==> config.mk <==
export PLATFORM = sky130hd
export DESIGN_NAME = shift_ser_ctrl
export DESIGN_NICKNAME = d
export VERILOG_FILES = /design/src/rtl/shift_ser_pkg.sv /design/src/rtl/shift_ser_dp.sv /design/src/rtl/shift_ser_ctrl.sv
export SDC_FILE = /design/constraint.sdc
export NUM_CORES = 1
export LEC_CHECK = 0
export ABC_AREA = 1
export BUFFER_PORTS_ARGS = -buffer_cell sky130_fd_sc_hd__buf_2
export CAP_MARGIN = 20
export CORE_UTILIZATION = 47
export DETAILED_ROUTE_END_ITERATION = 8
export PLACE_DENSITY = 0.74
export SETUP_SLACK_MARGIN = 0.3
export SYNTH_ARGS = -nofsm -noshare
export SYNTH_HDL_FRONTEND = slang
export SYNTH_HIERARCHICAL = 1
export SYNTH_SLANG_ARGS = --single-unit
==> constraint.sdc <==
create_clock -name clk_i -period 1.4 [get_ports clk_i]
set_input_delay 0.07 -clock clk_i [delete_from_list [all_inputs] [get_ports clk_i]]
set_output_delay 0.07 -clock clk_i [all_outputs]
set_load 0.005 [all_outputs]
==> src/rtl/shift_ser_pkg.sv <==
// Shared types and helpers for the parallel-load serial shifter controller.
package shift_ser_pkg;

    typedef enum logic [1:0] {
        IDLE  = 2'd0,
        SHIFT = 2'd1,
        GAP   = 2'd2
    } state_e;

    // A requested length of 0 or anything above the word width means a full word.
    function automatic int unsigned eff_len(input int unsigned len, input int unsigned width);
        return ((len == 0) || (len > width)) ? width : len;
    endfunction

endpackage

==> src/rtl/shift_ser_dp.sv <==
// Load/shift register and remaining-bit counter for the serial shifter.
module shift_ser_dp
    import shift_ser_pkg::*;
#(
    parameter int unsigned WIDTH     = 8,
    parameter int unsigned CNT_W     = $clog2(WIDTH + 1),
    parameter bit          MSB_FIRST = 1'b1
) (
    input  logic             clk_i,
    input  logic             rst_i,
    input  logic             i_load,
    input  logic             i_shift,
    input  logic             i_clear,
    input  logic [WIDTH-1:0] i_din,
    input  logic [CNT_W-1:0] i_len,
    output logic             o_bit,
    output logic [CNT_W-1:0] o_cnt
);

    logic [WIDTH-1:0] r_sh;
    logic [CNT_W-1:0] r_cnt;

    // Clear beats load beats shift; the count never decrements below zero.
    always_ff @(posedge clk_i or posedge rst_i) begin
        if (rst_i) begin
            r_sh  <= '0;
            r_cnt <= '0;
        end else if (i_clear) begin
            r_sh  <= '0;
            r_cnt <= '0;
        end else if (i_load) begin
            r_sh  <= i_din;
            r_cnt <= i_len;
        end else if (i_shift && (r_cnt != '0)) begin
            r_sh  <= MSB_FIRST ? {r_sh[WIDTH-2:0], 1'b0} : {1'b0, r_sh[WIDTH-1:1]};
            r_cnt <= r_cnt - CNT_W'(1);
        end
    end

    assign o_bit = MSB_FIRST ? r_sh[WIDTH-1] : r_sh[0];
    assign o_cnt = r_cnt;

endmodule

==> src/rtl/shift_ser_ctrl.sv <==
// Serial shifter sequencer: word handshake, bit framing, inter-word gap and done pulse.
module shift_ser_ctrl
    import shift_ser_pkg::*;
#(
    parameter int unsigned WIDTH      = 8,
    parameter int unsigned CNT_W      = $clog2(WIDTH + 1),
    parameter bit          MSB_FIRST  = 1'b1,
    parameter int unsigned GAP_CYCLES = 1
) (
    input  logic             clk_i,
    input  logic             rst_i,
    input  logic [WIDTH-1:0] din_i,
    input  logic             din_valid_i,
    output logic             din_ready_o,
    input  logic [CNT_W-1:0] len_i,
    input  logic             shift_en_i,
    input  logic             abort_i,
    output logic             dout_o,
    output logic             frame_o,
    output logic             busy_o,
    output logic             done_o
);

    localparam int unsigned GAP_W    = (GAP_CYCLES > 1) ? $clog2(GAP_CYCLES) : 1;
    localparam int unsigned GAP_LAST = (GAP_CYCLES > 0) ? GAP_CYCLES - 1 : 0;

    state_e           r_state;
    state_e           w_next;
    logic [GAP_W-1:0] r_gap;
    logic             r_done;
    logic [CNT_W-1:0] w_cnt;
    logic [CNT_W-1:0] w_len;
    logic             w_bit;
    logic             w_accept;
    logic             w_last;
    logic             w_gap_end;
    logic             w_load;
    logic             w_shift;
    logic             w_clear;

    assign w_accept  = din_valid_i && (r_state == IDLE) && !abort_i;
    assign w_last    = (r_state == SHIFT) && (w_cnt == CNT_W'(1)) && shift_en_i && !abort_i;
    assign w_gap_end = (r_state == GAP) && shift_en_i && (r_gap == GAP_W'(GAP_LAST));
    assign w_len     = CNT_W'(eff_len(32'(len_i), WIDTH));

    always_ff @(posedge clk_i or posedge rst_i) begin
        if (rst_i) begin
            r_state <= IDLE;
        end else begin
            r_state <= w_next;
        end
    end

    // Abort dominates every other transition out of SHIFT and GAP.
    always_comb begin
        w_next = r_state;
        case (r_state)
            IDLE: begin
                if (w_accept) w_next = SHIFT;
            end
            SHIFT: begin
                if (abort_i)     w_next = IDLE;
                else if (w_last) w_next = (GAP_CYCLES > 0) ? GAP : IDLE;
            end
            GAP: begin
                if (abort_i || w_gap_end) w_next = IDLE;
            end
            default: w_next = IDLE;
        endcase
    end

    always_comb begin
        din_ready_o = 1'b0;
        frame_o     = 1'b0;
        busy_o      = 1'b0;
        dout_o      = 1'b0;
        w_load      = 1'b0;
        w_shift     = 1'b0;
        w_clear     = 1'b0;
        din_ready_o = (r_state == IDLE) && !abort_i;
        frame_o     = (r_state == SHIFT);
        busy_o      = (r_state != IDLE);
        dout_o      = (r_state == SHIFT) && w_bit;
        w_load      = w_accept;
        w_shift     = (r_state == SHIFT) && shift_en_i;
        w_clear     = abort_i && (r_state != IDLE);
    end

    // Gap strobe counter, held at zero outside GAP.
    always_ff @(posedge clk_i or posedge rst_i) begin
        if (rst_i) begin
            r_gap <= '0;
        end else if ((r_state != GAP) || abort_i) begin
            r_gap <= '0;
        end else if (shift_en_i) begin
            r_gap <= w_gap_end ? '0 : r_gap + GAP_W'(1);
        end
    end

    always_ff @(posedge clk_i or posedge rst_i) begin
        if (rst_i) begin
            r_done <= 1'b0;
        end else begin
            r_done <= w_last;
        end
    end

    assign done_o = r_done;

    shift_ser_dp #(
        .WIDTH    (WIDTH),
        .CNT_W    (CNT_W),
        .MSB_FIRST(MSB_FIRST)
    ) u_dp (
        .clk_i  (clk_i),
        .rst_i  (rst_i),
        .i_load (w_load),
        .i_shift(w_shift),
        .i_clear(w_clear),
        .i_din  (din_i),
        .i_len  (w_len),
        .o_bit  (w_bit),
        .o_cnt  (w_cnt)
    );

endmodule
* Word-level counts from Yosys, hierarchy flattened *
Index checks and enable logic that the tools add are counted.

word-level totals
  output and inout port bits = 5
  bits in latches = 0
  register bits = 16
  memories = 0
  bits in writable memories = 0
  memory bits (read-only) = 0

cells by class
  divide/modulo/power cells = 0
  order comparisons = 1
  equal/unequal tests = 7
  reduce and logical (&&, ||, !) cells = 23
  mux-type cells = 15
  bitwise operators = 1
  shift operators = 0
  $add $sub $neg = 2
  multiply operators = 0

operators by type and width
  cell                                                    count
  two-way mux 8 bit                                       3
  two-way mux 4 bit                                       4
  logical AND 1 bit                                       12
  two-way mux 2 bit                                       4
  case mux 2 bit (3 select lines)                         1
  == test 4 x 1 -> 1 bit (second input constant)          1
  greater-than comparator 4 bit (second input constant)   1
  zero test 4 bit                                         1
  inequality test 2 x 1 -> 1 bit (second input constant)  2
  nonzero test 2 bit                                      2
  nonzero test 4 bit                                      1
  subtractor 4 x 1 -> 4 bit (second input constant)       1
  logical OR 1 bit                                        3
  two-way mux 1 bit                                       3
  inequality test 3 x 2 -> 1 bit (second input constant)  1
  AND reduction 3 bit                                     1
  nonzero test 3 bit                                      1
  == test 2 x 1 -> 1 bit (second input constant)          1
  == test 2 bit (second input constant)                   1
  zero test 2 bit                                         1
  inequality test 2 bit (second input constant)           1
  adder 1 bit (second input constant)                     1
  zero test 1 bit                                         1
  NOT 1 bit                                               1

* Logic depth before layout (Yosys ltp) *
  word-level depth = 7
  depth in mapped cells = 11
  mapped depth without buffers = 11

* Hierarchy *
Netlist, hierarchy kept.

by module, submodules not included
  module          sequential area each (um^2)  cells an instance  instances  area an instance (um^2)
  shift_ser_dp    300.3                        88                 1          721.9
  shift_ser_ctrl  100.1                        44                 1          267.8

* Least setup slack after synthesis *
No wires, ideal clock.

  kind = reg-to-reg
  start point = register r_state[0]
  end point = register u_dp.r_sh[7]
  data arrival time = 1.347 ns
  clock period less this slack = 1.473 ns
  library setup time = 0.126 ns
  setup slack = -0.073 ns
  data required time = 1.274 ns
  stages on the path, launching flop included = 10
  cells stage by stage = dfrtp_1 > nor2_2 > inv_2 > nor2_2 > nand2_1 > inv_1 > nor2_4 > nand2_4 > buf_6 > a21oi_2

between the ends
  elaborated cells between the ends (all ways) = 11
  those cells by class = eq/ne (1); mux (2); reduce/logical (8)

RTL lines
  what                                                                             line                  source
  start, declared                                                                  shift_ser_ctrl.sv:27  state_e r_state;
  start signal, assigned                                                           shift_ser_ctrl.sv:50  r_state <= w_next;
  nonzero test 2 bit (*)                                                           --
  via busy_o                                                                       shift_ser_ctrl.sv:20  output logic busy_o,
  logical AND 1 bit (*)                                                            shift_ser_ctrl.sv:86  w_clear = abort_i && (r_state != IDLE);
  nonzero test 3 bit (no source line) / two-way mux 8 bit (equally long branches)  --
  end signal, assigned                                                             shift_ser_dp.sv:32    r_sh <= i_din;
  end signal, assigned                                                             shift_ser_dp.sv:35    r_sh <= MSB_FIRST ? {r_sh[WIDTH-2:0], 1'b0} : {1'b0, r_sh[WIDTH-1:1]};
  end, declared                                                                    shift_ser_dp.sv:20    logic [WIDTH-1:0] r_sh;

Mark *: on every way through the listed nets, which the timed path passes. The rest lies on a longest branch.
A chain may end at the register's enable or synchronous reset.

* Worst setup path after layout *
  start point = register r_state[0]
  end point = register u_dp.r_sh[2]

between the ends
  word-level cells in the longest chain between the ends = 5
  elaborated cells between the ends (all ways) = 11
  those cells by class = eq/ne (1); mux (2); reduce/logical (8)

ends and longest elaborated chain
  what                                line                  source
  zero test 2 bit (*)                 shift_ser_ctrl.sv:41  assign w_accept = din_valid_i && (r_state == IDLE) && !abort_i;
  logical AND 1 bit (*) (2 in a row)  shift_ser_ctrl.sv:41
  via w_accept                        shift_ser_ctrl.sv:34  logic w_accept;
  two-way mux 8 bit                   shift_ser_dp.sv:31    end else if (i_load) begin
  two-way mux 8 bit                   shift_ser_dp.sv:28    end else if (i_clear) begin

Marks and branches as above.

==> out/qor.yml <==
status:
  violations: "negative setup slack"
  run_status: "complete, but fails checks"
sta:
  fin_worst_skew_ns: 0.00380
  max_slew.worst_pin.slew_ns: 0.488
  hold_violations: 0
  final.setup.worst_slack_ns: -0.0698
  tns_ns: -0.478
  hold_slack_final_ns: 0.0587
  maxSlewViolCount: 0
  post_route_fraction_of_the_period_consumed_by_the_critical_path_pct: 105
  rsz0062_at_grt: "true"
  relSlewSlack_pct: 67.4
  achievable-frequency_mhz: 680
  count_of_final_setup_violators: 11
  time_the_worst_path_needs_with_i_o_delays_and_setup_ns: 1.47
drt:
  routed-via-count: 954
  wl_um: 2330
  detail_route.wl_per_cell_um: 11.5
  final_antenna_net_count: 0
  post_drt_via_cell_ratio: 4.72
  drt_drc_violations_left: 0
  detail_route.iter0.violations: 15
  total_iterations_of_the_first_detailed_routing_run: 4
clocking:
  clock_sinks: 16
  cts_tree: "yes"
  cts_root_buf: "sky130_fd_sc_hd__clkbuf_4"
  cts_buffer_depth: 2
  cts.htree.levels: 1
  clock_latency_ns: 0.30
  clkSlewWorstSetupHoldPaths_ns: 0.10
  tritoncts_buffer_count: 3
grt:
  grt_pass1_wl_um: 3290
  grt_util_all_layers_pct: 21.2
  antenna_found_initial: 0
  grt_overflow: 0
  pin_count_of_the_biggest_net_entering_global_routing: 13
  grt_pass1_vias: 810
die:
  die_area_sq_mm: 0.00229
  floorplan.initialDensity_pct: 50.4
  dieWidth_um: 47.9
  rows: 16
  boundaryPins: 22
  die_h_um: 47.9
  floorplan.core_area_sq_mm: 0.00196
worst_setup_path:
  crit_fanout: 8
  critPathTopFamily: "simple AND/OR/NAND/NOR gates"
  critical_path.slowest_cell: "sky130_fd_sc_hd__dfrtp_1"
  cp.buffers_inverters: 3
  crit_path_max_incr_delay_ns: 0.41
  worst_path_class_setup: "flop to flop"
  setup.worst_path.start_class: "flop"
  arrival_worst_endpoint_ns: 1.70
  end_kind: "flop"
  crit_chain: "nor2_2 -> inv_2 -> nor2_4 -> nand2_2 -> inv_4 -> inv_6 -> nor2_8 -> nand2_1 -> o21ai_1 -> nand2_1 -> o21ai_2"
  critical_path_required_ns: 1.63
  crit_path_top_cell_by_count: "sky130_fd_sc_hd__nand2_1"
synthesis:
  yosys_warnings: 6
  syn-instance-count: 132
  synth.avg_cell_area_sq_um: 7.50
  postSynthRegisterBits: 16
  synth.cell_area_sq_um: 990
  synth.lib_cells_used.distinct: 25
  synth_sequential_area_ratio_pct: 40.5
  synthesis.nets: 151
layout:
  stdcell_area_sq_mm: 0.00137
  syn2layout_area_growth_pct: 38.2
  final_cell_count_no_fill: 202
  number_of_antenna_diodes: 0
  num-nets-final: 195
  post_route_cells_drive_above_1_share_pct: 38.3
pwr:
  ratio_of_total_power_to_cell_area_mw_per_mm2: 1480
  p_leak_nw: 0.739
  fin_total_pwr_mw: 2.03
  worst_ir_drop_vdd_uv: 893
placed_design:
  numPlacedInstances: 188
  globalplace.congestion: 0.779
  postPlaceCellArea_sq_mm: 0.00119
  numPortBuffers: 21
  placed_wire_length_estimate_after_detailed_placement_um: 1500
min_path:
  min_path_type: "input port to flop"
flow_run:
  number_of_max_capacitance_violations_reported: 0
[cells in the final DEF, fill, tap and decap left out]
cell	count
sky130_fd_sc_hd__a21oi_2	2
sky130_fd_sc_hd__nand2_1	28
sky130_fd_sc_hd__clkbuf_4	3
sky130_fd_sc_hd__buf_4	13
sky130_fd_sc_hd__nor2_1	14
sky130_fd_sc_hd__inv_4	2
sky130_fd_sc_hd__ha_1	2
sky130_fd_sc_hd__inv_1	23
sky130_fd_sc_hd__nand2_2	4
sky130_fd_sc_hd__nand2_8	1
sky130_fd_sc_hd__xnor2_1	1
sky130_fd_sc_hd__dfrtp_1	16
sky130_fd_sc_hd__nor2_4	2
sky130_fd_sc_hd__a21o_1	1
sky130_fd_sc_hd__nand2_4	3
sky130_fd_sc_hd__o21ai_0	4
sky130_fd_sc_hd__a21oi_1	1
sky130_fd_sc_hd__a22oi_1	1
sky130_fd_sc_hd__inv_6	1
sky130_fd_sc_hd__o21ai_2	7
sky130_fd_sc_hd__clkinv_1	1
sky130_fd_sc_hd__nand3_1	5
sky130_fd_sc_hd__nor2_8	1
sky130_fd_sc_hd__buf_2	20
sky130_fd_sc_hd__buf_6	2
sky130_fd_sc_hd__nand3_2	2
sky130_fd_sc_hd__o21ai_1	6
sky130_fd_sc_hd__nor2_2	2
sky130_fd_sc_hd__clkbuf_8	1
sky130_fd_sc_hd__inv_2	1
sky130_fd_sc_hd__nor3_1	1
sky130_fd_sc_hd__o21a_1	1
sky130_fd_sc_hd__dlygate4sd3_1	3
[cells by family (layout without fill, tap and decap cells)]
kind of cell	count (synthesis)	after routing	synth area share (%)
adders and majority gates	2	2	2.53
xor gates and xnor gates	1	1	0.885
buffers and inverters	29	70	11.8
DFF	16	16	40.5
and+or+nand+nor	61	63	28.6
AOI/OAI and AO/OA	23	23	15.8
[cell usage after synthesis]
master                     instances  area (sq um)
sky130_fd_sc_hd__a21oi_2           2          17.5
sky130_fd_sc_hd__buf_6             1          11.3
sky130_fd_sc_hd__nand2_4           1          11.3
sky130_fd_sc_hd__nor2_4            1          11.3
sky130_fd_sc_hd__a21oi_1           1          5.00
sky130_fd_sc_hd__ha_1              2          25.0
sky130_fd_sc_hd__nor2_8            1          20.0
sky130_fd_sc_hd__nand3_2           1          10.0
sky130_fd_sc_hd__inv_2             2          7.51
sky130_fd_sc_hd__o21ai_0           9          45.0
sky130_fd_sc_hd__nand2_1          32           120
sky130_fd_sc_hd__nand2_2           1          6.26
sky130_fd_sc_hd__a22oi_1           1          7.51
sky130_fd_sc_hd__o21a_1            1          7.51
sky130_fd_sc_hd__xnor2_1           1          8.76
sky130_fd_sc_hd__nand3_1           6          30.0
sky130_fd_sc_hd__nor2_2            2          12.5
sky130_fd_sc_hd__o21ai_2           7          61.3
sky130_fd_sc_hd__nor3_1            1          5.00
sky130_fd_sc_hd__inv_1            25          93.8
sky130_fd_sc_hd__nor2_1           15          56.3
sky130_fd_sc_hd__clkinv_1          1          3.75
sky130_fd_sc_hd__a21o_1            1          7.51
sky130_fd_sc_hd__dfrtp_1          16           400
sky130_fd_sc_hd__o21ai_1           1          5.00
[tightest hold or removal path, stage by stage]
cell                      delay, ns
sky130_fd_sc_hd__buf_2         0.08
sky130_fd_sc_hd__a22oi_1       0.07
sky130_fd_sc_hd__a21oi_2       0.11
[per-layer routing]
metal / vias up / global-route usage, % / part of all wire, %
li1: 494 / - / -
met1: 433 / 24.5 / 42
met2: 24 / 38.1 / 53
met3: 3 / 6.42 / 4.8
met4: 0 / 5.00 / 0.73
met5: - / 0 / 0
[state kept, by name, summed over array words and instances, names as in the netlist]
name / count
done_o: 1
r_gap: 1
r_state: 2
u_dp/o_cnt: 4
u_dp/r_sh: 8
[worst paths after layout]
kind,end,depth (start not counted),slack (ns),start
max,u_dp/r_sh[2]$_DFFE_PP0P_,11,-0.07,r_state[0]$_DFFE_PP0P_
min,u_dp/r_sh[7]$_DFFE_PP0P_,3,0.06,din_i[7]
max reg2reg,u_dp/r_sh[2]$_DFFE_PP0P_,11,-0.07,r_state[0]$_DFFE_PP0P_
min reg2reg,r_gap$_DFFE_PP0P_,2,0.50,r_gap$_DFFE_PP0P_
max in group asynchronous,u_dp/o_cnt[1]$_DFFE_PP0P_,3,0.74,rst_i
min in group asynchronous,done_o$_DFF_PP0_,3,0.19,rst_i
[power breakdown]
part	total, mW	switching [mW]	internal [mW]
clock	0.317	0.158	0.159
combinational	0.995	0.551	0.444
sequential	0.717	0.0975	0.620
total	2.03	0.807	1.22
[stage by stage]
| stage | worst slack, ns | util, % |
|---|---|---|
| after floorplan | -0.0127 | - |
| after global placement | 0.0147 | 60.5 |
| after detailed placement | -0.0504 | 60.5 |
| after CTS | -0.0352 | 67.3 |
| after global routing | -0.165 | 69.7 |
| final | -0.0698 | 69.7 |
[repair_timing]
action	in CTS	in global routing
hold buffers	3	0
cloned	2	0
gates resized for setup	13	8
setup buffers	2	3
pin swaps	1	10
setup endpoints to repair	15	18
hold endpoints to repair	18	0
[cell type report]
cell class                      count  area, sq um
Inverter                           28          115
Multi-Input combinational cell     89          532
Timing Repair Buffer               38          250
Sequential cell                    16          400
Tap cell                           27         33.8
Clock buffer                        4         36.3
Fill cell                         167          594
Note: power is estimated with default switching activity, not from simulation.
